File: config.mk
export PLATFORM = sky130hd
export DESIGN_NAME = variable_proposal_generator
export DESIGN_NICKNAME = d
export VERILOG_FILES = /design/src/rtl/variable_proposal_generator_pkg.sv /design/src/rtl/variable_proposal_generator_step_lfsr.sv /design/src/rtl/variable_proposal_generator.sv
export SDC_FILE = /design/constraint.sdc
export NUM_CORES = 1
export LEC_CHECK = 0
export CAP_MARGIN = 20
export CORE_MARGIN = 2
export CORE_UTILIZATION = 30
export CTS_CLUSTER_SIZE = 16
export DETAILED_ROUTE_END_ITERATION = 6
export GPL_TIMING_DRIVEN = 0
export PLACE_DENSITY = 0.49
export SYNTH_ARGS = -nofsm -noshare
export SYNTH_HDL_FRONTEND = slang
export SYNTH_SLANG_ARGS = --single-unit
File: constraint.sdc
create_clock -name in_clock -period 5.4 [get_ports in_clock]
set_input_delay 1.08 -clock in_clock [delete_from_list [all_inputs] [get_ports in_clock]]
set_output_delay 1.08 -clock in_clock [all_outputs]
set_load 0.05 [all_outputs]
File: src/rtl/variable_proposal_generator_pkg.sv
// Shared constants, FSM encoding and helpers for the MCMC move-proposal stage.
package variable_proposal_generator_pkg;

   localparam int BIT_WIDTH_OF_INTEGER_VARIABLE_INDEX = 4;
   localparam int BIT_WIDTH_OF_BOOLEAN_VARIABLE_INDEX = 4;

   // Galois mask for x^8+x^6+x^5+x^4+1, right-shifting form.
   localparam logic [7:0] STEP_LFSR_TAPS = 8'hB8;

   typedef enum logic [1:0] {
      VPG_IDLE    = 2'd0,
      VPG_PROPOSE = 2'd1,
      VPG_OFFER   = 2'd2
   } vpg_state_e;

   function automatic logic [7:0] step_lfsr_next(input logic [7:0] state);
      return state[0] ? ((state >> 1) ^ STEP_LFSR_TAPS) : (state >> 1);
   endfunction

   function automatic logic index_in_range(
      input logic                                           is_boolean,
      input logic [BIT_WIDTH_OF_INTEGER_VARIABLE_INDEX-1:0] index,
      input int                                             num_bool,
      input int                                             num_int
   );
      int index_i;
      index_i = int'(index);
      return is_boolean ? (index_i < num_bool) : (index_i < num_int);
   endfunction

endpackage

File: src/rtl/variable_proposal_generator_step_lfsr.sv
// 8-bit Galois LFSR that steps only when asked; shared by stages needing cheap randomness.
module step_lfsr
   import variable_proposal_generator_pkg::*;
#(
   parameter logic [7:0] SEED = 8'h5A
) (
   input  logic       clock,
   input  logic       reset_n,
   input  logic       advance,
   output logic [7:0] out_state
);

   logic [7:0] state_q;
   logic [7:0] state_d;

   always_comb begin
      state_d = state_q;
      if (advance) state_d = step_lfsr_next(state_q);
   end

   always_ff @(posedge clock or negedge reset_n) begin
      if (!reset_n) state_q <= SEED;
      else          state_q <= state_d;
   end

   assign out_state = state_q;

endmodule

File: src/rtl/variable_proposal_generator.sv
// Holds boolean/integer variable assignments and turns a chooser pick into one proposal,
// committing it on accept and discarding it on reject.
module variable_proposal_generator
   import variable_proposal_generator_pkg::*;
#(
   parameter int         NUM_BOOL   = 8,
   parameter int         NUM_INT    = 4,
   parameter int         INT_WIDTH  = 8,
   parameter int         INT_MIN    = -128,
   parameter int         INT_MAX    = 127,
   parameter int         STEP_WIDTH = 2,
   parameter logic [7:0] LFSR_SEED  = 8'h5A
) (
   input  logic                                           in_clock,
   input  logic                                           in_reset,
   input  logic                                           in_choice_valid,
   input  logic                                           in_boolean_or_integer,
   input  logic [BIT_WIDTH_OF_INTEGER_VARIABLE_INDEX-1:0] in_choosen_index,
   output logic                                           out_choice_ready,
   input  logic                                           in_init_we,
   input  logic                                           in_init_is_boolean,
   input  logic [BIT_WIDTH_OF_INTEGER_VARIABLE_INDEX-1:0] in_init_index,
   input  logic [INT_WIDTH-1:0]                           in_init_value,
   output logic                                           out_proposal_valid,
   output logic                                           out_proposal_is_boolean,
   output logic [BIT_WIDTH_OF_INTEGER_VARIABLE_INDEX-1:0] out_proposal_index,
   output logic [INT_WIDTH-1:0]                           out_old_value,
   output logic [INT_WIDTH-1:0]                           out_new_value,
   input  logic                                           in_decision_valid,
   input  logic                                           in_accept,
   output logic                                           out_index_error,
   output logic [NUM_BOOL-1:0]                            out_bool_assignment,
   output logic [1:0]                                     out_debug_state,
   output logic [7:0]                                     out_debug_lfsr
);

   localparam int IW  = BIT_WIDTH_OF_INTEGER_VARIABLE_INDEX;
   localparam int BIW = (NUM_BOOL > 1) ? $clog2(NUM_BOOL) : 1;
   localparam int NIW = (NUM_INT > 1) ? $clog2(NUM_INT) : 1;
   localparam logic signed [INT_WIDTH:0] INT_MIN_EXT = (INT_WIDTH+1)'(INT_MIN);
   localparam logic signed [INT_WIDTH:0] INT_MAX_EXT = (INT_WIDTH+1)'(INT_MAX);

   vpg_state_e                  state_q;
   logic                        sel_is_bool_q;
   logic [IW-1:0]               sel_index_q;
   logic                        prop_valid_q;
   logic                        prop_is_bool_q;
   logic [IW-1:0]               prop_index_q;
   logic [INT_WIDTH-1:0]        old_q;
   logic [INT_WIDTH-1:0]        new_q;
   logic                        index_error_q;
   logic [NUM_BOOL-1:0]         bool_q;
   logic [INT_WIDTH-1:0]        int_q [NUM_INT];

   logic [7:0]                  lfsr_state;
   logic                        choice_ready;
   logic                        choice_fire;
   logic                        choice_in_range;
   logic                        init_in_range;
   logic [INT_WIDTH-1:0]        old_value_d;
   logic [INT_WIDTH-1:0]        new_value_d;
   logic signed [INT_WIDTH:0]   old_ext;
   logic signed [INT_WIDTH:0]   step_ext;
   logic signed [INT_WIDTH:0]   sum;

   // Choice handshake: a pick transfers at a rising edge where in_choice_valid and
   // out_choice_ready are both 1; ready is only offered in IDLE with no init write pending.
   assign choice_ready    = in_reset & (state_q == VPG_IDLE) & ~in_init_we;
   assign choice_fire     = in_choice_valid & choice_ready;
   assign choice_in_range = index_in_range(in_boolean_or_integer, in_choosen_index, NUM_BOOL, NUM_INT);
   assign init_in_range   = index_in_range(in_init_is_boolean, in_init_index, NUM_BOOL, NUM_INT);

   step_lfsr #(
      .SEED      (LFSR_SEED)
   ) u_step_lfsr (
      .clock     (in_clock),
      .reset_n   (in_reset),
      .advance   (choice_fire),
      .out_state (lfsr_state)
   );

   // Widen by one bit so the signed walk can overshoot before clamping.
   always_comb begin
      old_value_d = '0;
      new_value_d = '0;
      old_ext     = '0;
      step_ext    = '0;
      sum         = '0;
      if (sel_is_bool_q) begin
         old_value_d = {{(INT_WIDTH-1){1'b0}}, bool_q[sel_index_q[BIW-1:0]]};
         new_value_d = {{(INT_WIDTH-1){1'b0}}, ~bool_q[sel_index_q[BIW-1:0]]};
      end else begin
         old_value_d = int_q[sel_index_q[NIW-1:0]];
         old_ext     = $signed({old_value_d[INT_WIDTH-1], old_value_d});
         step_ext    = $signed((INT_WIDTH+1)'(lfsr_state[STEP_WIDTH-1:0]) + (INT_WIDTH+1)'(1));
         sum         = lfsr_state[7] ? (old_ext - step_ext) : (old_ext + step_ext);
         if (sum < INT_MIN_EXT)      new_value_d = INT_MIN_EXT[INT_WIDTH-1:0];
         else if (sum > INT_MAX_EXT) new_value_d = INT_MAX_EXT[INT_WIDTH-1:0];
         else                        new_value_d = sum[INT_WIDTH-1:0];
      end
   end

   always_ff @(posedge in_clock or negedge in_reset) begin
      if (!in_reset) begin
         state_q        <= VPG_IDLE;
         sel_is_bool_q  <= 1'b0;
         sel_index_q    <= '0;
         prop_valid_q   <= 1'b0;
         prop_is_bool_q <= 1'b0;
         prop_index_q   <= '0;
         old_q          <= '0;
         new_q          <= '0;
         index_error_q  <= 1'b0;
      end else begin
         index_error_q <= 1'b0;
         case (state_q)
            VPG_IDLE: begin
               if (choice_fire) begin
                  sel_is_bool_q <= in_boolean_or_integer;
                  sel_index_q   <= in_choosen_index;
                  if (choice_in_range) state_q       <= VPG_PROPOSE;
                  else                 index_error_q <= 1'b1;
               end
            end
            VPG_PROPOSE: begin
               prop_valid_q   <= 1'b1;
               prop_is_bool_q <= sel_is_bool_q;
               prop_index_q   <= sel_index_q;
               old_q          <= old_value_d;
               new_q          <= new_value_d;
               state_q        <= VPG_OFFER;
            end
            VPG_OFFER: begin
               if (in_decision_valid) begin
                  prop_valid_q <= 1'b0;
                  state_q      <= VPG_IDLE;
               end
            end
            default: state_q <= VPG_IDLE;
         endcase
      end
   end

   // Init writes and commits live in disjoint states, so they never collide.
   always_ff @(posedge in_clock or negedge in_reset) begin
      if (!in_reset) begin
         bool_q <= '0;
         for (int i = 0; i < NUM_INT; i++) int_q[i] <= '0;
      end else if ((state_q == VPG_IDLE) && in_init_we && init_in_range) begin
         if (in_init_is_boolean) bool_q[in_init_index[BIW-1:0]] <= in_init_value[0];
         else                    int_q[in_init_index[NIW-1:0]]  <= in_init_value;
      end else if ((state_q == VPG_OFFER) && in_decision_valid && in_accept) begin
         if (prop_is_bool_q) bool_q[prop_index_q[BIW-1:0]] <= new_q[0];
         else                int_q[prop_index_q[NIW-1:0]]  <= new_q;
      end
   end

   assign out_choice_ready        = choice_ready;
   assign out_proposal_valid      = prop_valid_q;
   assign out_proposal_is_boolean = prop_is_bool_q;
   assign out_proposal_index      = prop_index_q;
   assign out_old_value           = old_q;
   assign out_new_value           = new_q;
   assign out_index_error         = index_error_q;
   assign out_bool_assignment     = bool_q;
   assign out_debug_state         = state_q;
   assign out_debug_lfsr          = lfsr_state;

endmodule

* After elaboration in Yosys (flattened, before gate mapping)
Cells that the tools add are included.
Word-level totals: register bits 78, latch bits 0, memory bits (writable) 0, bits in read-only memories 0, bits of input ports 24, output and inout port bits 42, memories kept 0
Operators by class: add/sub/neg operators 3, $mul 0, divide/modulo/power cells 0, $lt $le $gt $ge 16, equal/unequal tests 8, shift-type cells 0, multiplexer cells 42, bitwise operators 9, reductions and logical operators 17
Operator list (count):
- 2-to-1 mux 32 bit | 4
- 2-to-1 mux 8 bit | 13
- bitwise mux 32 bit | 2
- demux 8 bit (select 2 bit) | 2
- binary-select mux 8 bit (select 2 bit) | 1
- bitwise mux 8 bit | 2
- < comparator 3 x 4 -> 1 bit, second input constant | 3
- != test 2 bit, second input constant | 5
- adder 8 x 4 -> 9 bit | 1
- >= comparator 3 bit, second input constant | 3
- > comparator 9 x 8 -> 1 bit, second input constant | 1
- < comparator 9 x 8 -> 1 bit, second input constant | 1
- 2-to-1 mux 1 bit | 9
- 2-to-1 mux 9 bit | 1
- inverter 2 -> 3 bit | 3
- AND reduction 3 bit | 3
- subtractor 8 x 4 -> 9 bit | 1
- logical AND 1 bit | 8
- < comparator 4 x 3 -> 1 bit, second input constant | 2
- < comparator 4 bit, second input constant | 2
- demux 1 bit (select 3 bit) | 2
- >= comparator 3 x 1 -> 1 bit, second input constant | 2
- < comparator 3 x 1 -> 1 bit, second input constant | 2
- 2-to-1 mux 2 bit | 3
- 13 further kinds | 19

* Depth between registers and ports, before layout
Gate-level depths: netlist of the first run.
word-level depth 10, depth in mapped cells 13, gate-level depth less buffers 11

* By module
From an unflattened synthesis of the first run, not the netlist that was laid out.
Unflattened totals: cells, all modules 446, area, all modules 4386.7 um^2
Modules (own cells, without submodules):
- variable_proposal_generator | times used 1, cells each 423, area each 4065.1 um^2, sequential area each 1751.7 um^2
- step_lfsr | times used 1, cells each 23, area each 321.6 um^2, sequential area each 205.2 um^2

* Least setup slack after synthesis of the first run
Ideal clock, no wire load.
kind in2out, from in in_init_we, to out out_choice_ready, data arrival time 2797 ps, slack 1523 ps, cell stages on the path 1, cell sequence nor4b_1
Between the ends: cells in the longest elaborated chain, start to end 2
RTL lines:
- from (decl) | line variable_proposal_generator.sv:20 | input logic in_init_we,
- inverter 1 bit | line variable_proposal_generator.sv:68 | assign choice_ready = in_reset & (state_q == VPG_IDLE) & ~in_init_we;
- bitwise AND 1 bit | line variable_proposal_generator.sv:68
- to (decl) | line variable_proposal_generator.sv:19 | output logic out_choice_ready,
No other way between the ends.

* Final worst setup path of the first run
from in in_reset, to out out_choice_ready
Between the ends: cells in the longest elaborated chain, start to end 2
RTL lines:
- from (decl) | line variable_proposal_generator.sv:15 | input logic in_reset,
- bitwise AND 1 bit (2 in a row) | line variable_proposal_generator.sv:68
No other way between the ends.

==> run metrics, run 1 <==
Syn Inst Count 434; I/O pin count 66; Placer Congestion 0.839; synth unique cells 56; clock buffer depth 2; vias in the first global route 3816; die height 126 um; Final ANT Viol Nets 0; Synth area leader dfrtp_1; outcome completed; global-route wire length before repair 21.1 mm; RSZ-0062 raised after global routing false; Yosys reg bits 78; maximum VDD drop 0.000217 V; Non-Filler Instances 698; type of origin of the critical path input pin; Starting Density 0.306; relative slew slack 0.446; min-delay src int_q[2]; post-CTS setup buffer count 0; CTS HTree Levels 3; ys flop type dfrtp_1; placed instance area 5340 sq um; Least-Margin Pin Slew 0.827 ns; area grow syn2layout 26.3%; endpoints failing setup 0; fin. max-slew vios 0; final period utilization 0.739; post-synthesis instance area 4450 sq um; Post-synth ARST share 1.00; largest net degree at the start of global routing 65; sequential fraction of the synthesis area 0.440; via count 3668; Area contributors post-synth dfrtp_1 (42%), a22oi_1 (5.6%), nand2_1 (5.1%); Final HPWL DP 9.33 mm; Avg Vias per Cell 5.26; worst setup path start in_reset; fmax 250 MHz; r2r startpoint sel_index_q[1]; final wirelength 13.0 mm; PD cells 532 nW/um^2; Core Region 14500 sq um; hold slack 0.482 ns; endpoints failing hold 0; WS Path Type in -> out; max cap viols 0; Skew-Pair Late Insertion Delay 0.34 ns; routed len/inst 18.7 um; cell total after placement 682; number of synthesized flops with an enable pin 0; Initial DRC Count 193; Worst Setup End Kind primary output; First-pass DRT Iterations 5; Port Buffers 63; area share of the largest cell type after synthesis 0.416; Synthesized Nets 470; Die Wd 126 um; hold buffers post-CTS 0; cts repair resizes 0; Hold Crit Class reg -> reg; clk_skew 0.00864 ns; highest fanout seen on the critical path 64; mean post-synth cell area 10.3 sq um; row count 44; layout cells sized above 1 0.140; clock-pin slew on the worst setup and hold paths 0.06 ns; nets 545; clk sinks 78; CTS tree built; Critical Path RT 4.32 ns; total grt overflow 0; initial antenna violation count 0; gr usage total 0.172; post-route DRC violation count 0; total die area 15800 sq um; Ys Warns 0; Final min period 3.99 ns; total CTS buffers 9; Lkg Pwr 2.24 nW; post-route cell area 5620 sq um; clock root buffer clkbuf_16; ANT cells 0; WP data arrival 2.91 ns
placed cells by master, fill, tap and decap left out, types with 4 or more instances in the layout:
cell type	instances
xnor2_1	7
a21oi_1	9
buf_2	5
o31ai_1	4
a22o_1	7
nand2_1	61
mux2i_1	5
mux2_2	11
clkdlybuf4s50_1	62
nor2_1	10
o21ai_1	39
maj3_1	7
dfstp_2	4
inv_1	8
clkbuf_16	9
nor3_1	15
clkbuf_1	18
a22oi_1	33
a31oi_1	4
a21o_1	4
o211ai_2	4
o21ai_0	22
nor2b_1	5
nor2_2	4
mux4_2	8
nand2b_1	10
nand3_1	4
ha_1	11
dfrtp_1	74
cell type report:
type | instances | area [sq um]
fillers | 1462 | 8910
multi-input cells | 323 | 2340
flip-flops and latches | 78 | 1960
repair buffers | 64 | 656
clock buffers | 11 | 233
well taps | 184 | 230
plain buffers | 25 | 126
clock inverters | 5 | 52.6
inverters | 8 | 30.0
final timing paths:
check                                            to  slack, ns  cells past startpoint
hold / removal                             int_q[2]       0.48                      2
max in group asynchronous  u_step_lfsr.out_state[3]       4.15                      2
setup / recovery                   out_choice_ready       1.41                      4
setup reg to reg                   out_new_value[6]       1.80                     13
min in group asynchronous                 int_q[20]       0.61                      1
hold reg to reg                            int_q[2]       0.48                      2
registers in the layout (all words and copies together) (netlist names), 2 cells and up:
| name | cells |
|---|---|
| out_proposal_index | 4 |
| out_bool_assignment | 8 |
| out_debug_state | 2 |
| int_q | 32 |
| sel_index_q | 4 |
| u_step_lfsr.out_state | 8 |
| out_new_value | 8 |
| out_old_value | 8 |
Yosys cell counts (9+ instances only):
| master | n |
|---|---|
| clkbuf_1 | 16 |
| dfrtp_1 | 74 |
| a21oi_1 | 9 |
| nand2b_1 | 10 |
| a22oi_1 | 33 |
| nor2_1 | 10 |
| nor3_1 | 15 |
| nand2_1 | 61 |
| ha_1 | 11 |
| mux2_2 | 11 |
| o21ai_1 | 39 |
| o21ai_0 | 22 |
stage by stage:
step	setup TNS [ns]	total power [mW]	setup slack [ns]	utilization
final	0	2.99	1.41	0.387
after CTS	0	3.02	1.36	0.387
after detailed placement	0	2.41	1.38	0.367
after global routing	0	3.19	1.18	0.387
after global placement	-4.61	2.39	-1.36	0.365
after floorplan	0	1.95	1.52	-
kinds of logic (layout without fill, tap and decap cells):
logic type / after synthesis / in the layout / share of synthesized area
buffers and inverters: 33 / 113 / 0.0351
and+or+nand+nor: 128 / 128 / 0.147
xor gates and xnor gates: 11 / 11 / 0.0276
adders and majority gates: 19 / 19 / 0.0512
muxes: 25 / 25 / 0.0829
DFF: 78 / 78 / 0.440
AOI/OAI and AO/OA: 140 / 140 / 0.216
worst max-delay path, stage by stage:
cell and delay, ns:
buf_4 0.25, buf_16 0.32, nor4b_1 0.35, clkdlybuf4s50_1 0.88
where the power goes:
part	internal (mW)	leakage, nW	switching (mW)
sequential	0.765	1.03	0.158
combinational	0.581	1.08	0.892
clock	0.356	0.139	0.237
total	1.70	2.24	1.29
layer usage:
layer | global-route usage | vias to the layer above | wire length [um]
li1 | - | 1750 | -
met1 | 0.237 | 1795 | 6230
met2 | 0.261 | 116 | 5910
met3 | 0.0438 | 7 | 772
met4 | 0.0627 | 0 | 135
met5 | 0 | - | 0
Power figures use the tool's default switching activity.
==> inputs of run 2 (changes only) <==
==> constraint.sdc (replaced) <==
create_clock -name in_clock -period 3.9 [get_ports in_clock]
set_input_delay 0.78 -clock in_clock [delete_from_list [all_inputs] [get_ports in_clock]]
set_output_delay 0.78 -clock in_clock [all_outputs]
set_load 0.05 [all_outputs]
==> results of run 2 <==
The final DEF is identical to that of run 1. Status: completed.
Among the figures that moved: setup slack after placement 1.38 ns -> 0.304 ns; setup slack after layout 1.41 ns -> 0.298 ns; hold slack 0.482 ns -> 0.312 ns; start point of the critical path in_reset -> sel_index_q[1]; end point of the critical path out_choice_ready -> out_new_value[6]; register-to-register setup slack 1.80 ns -> 0.30 ns; total power 2.99 mW -> 4.14 mW; worst IR drop on VDD 0.000217 V -> 0.000300 V
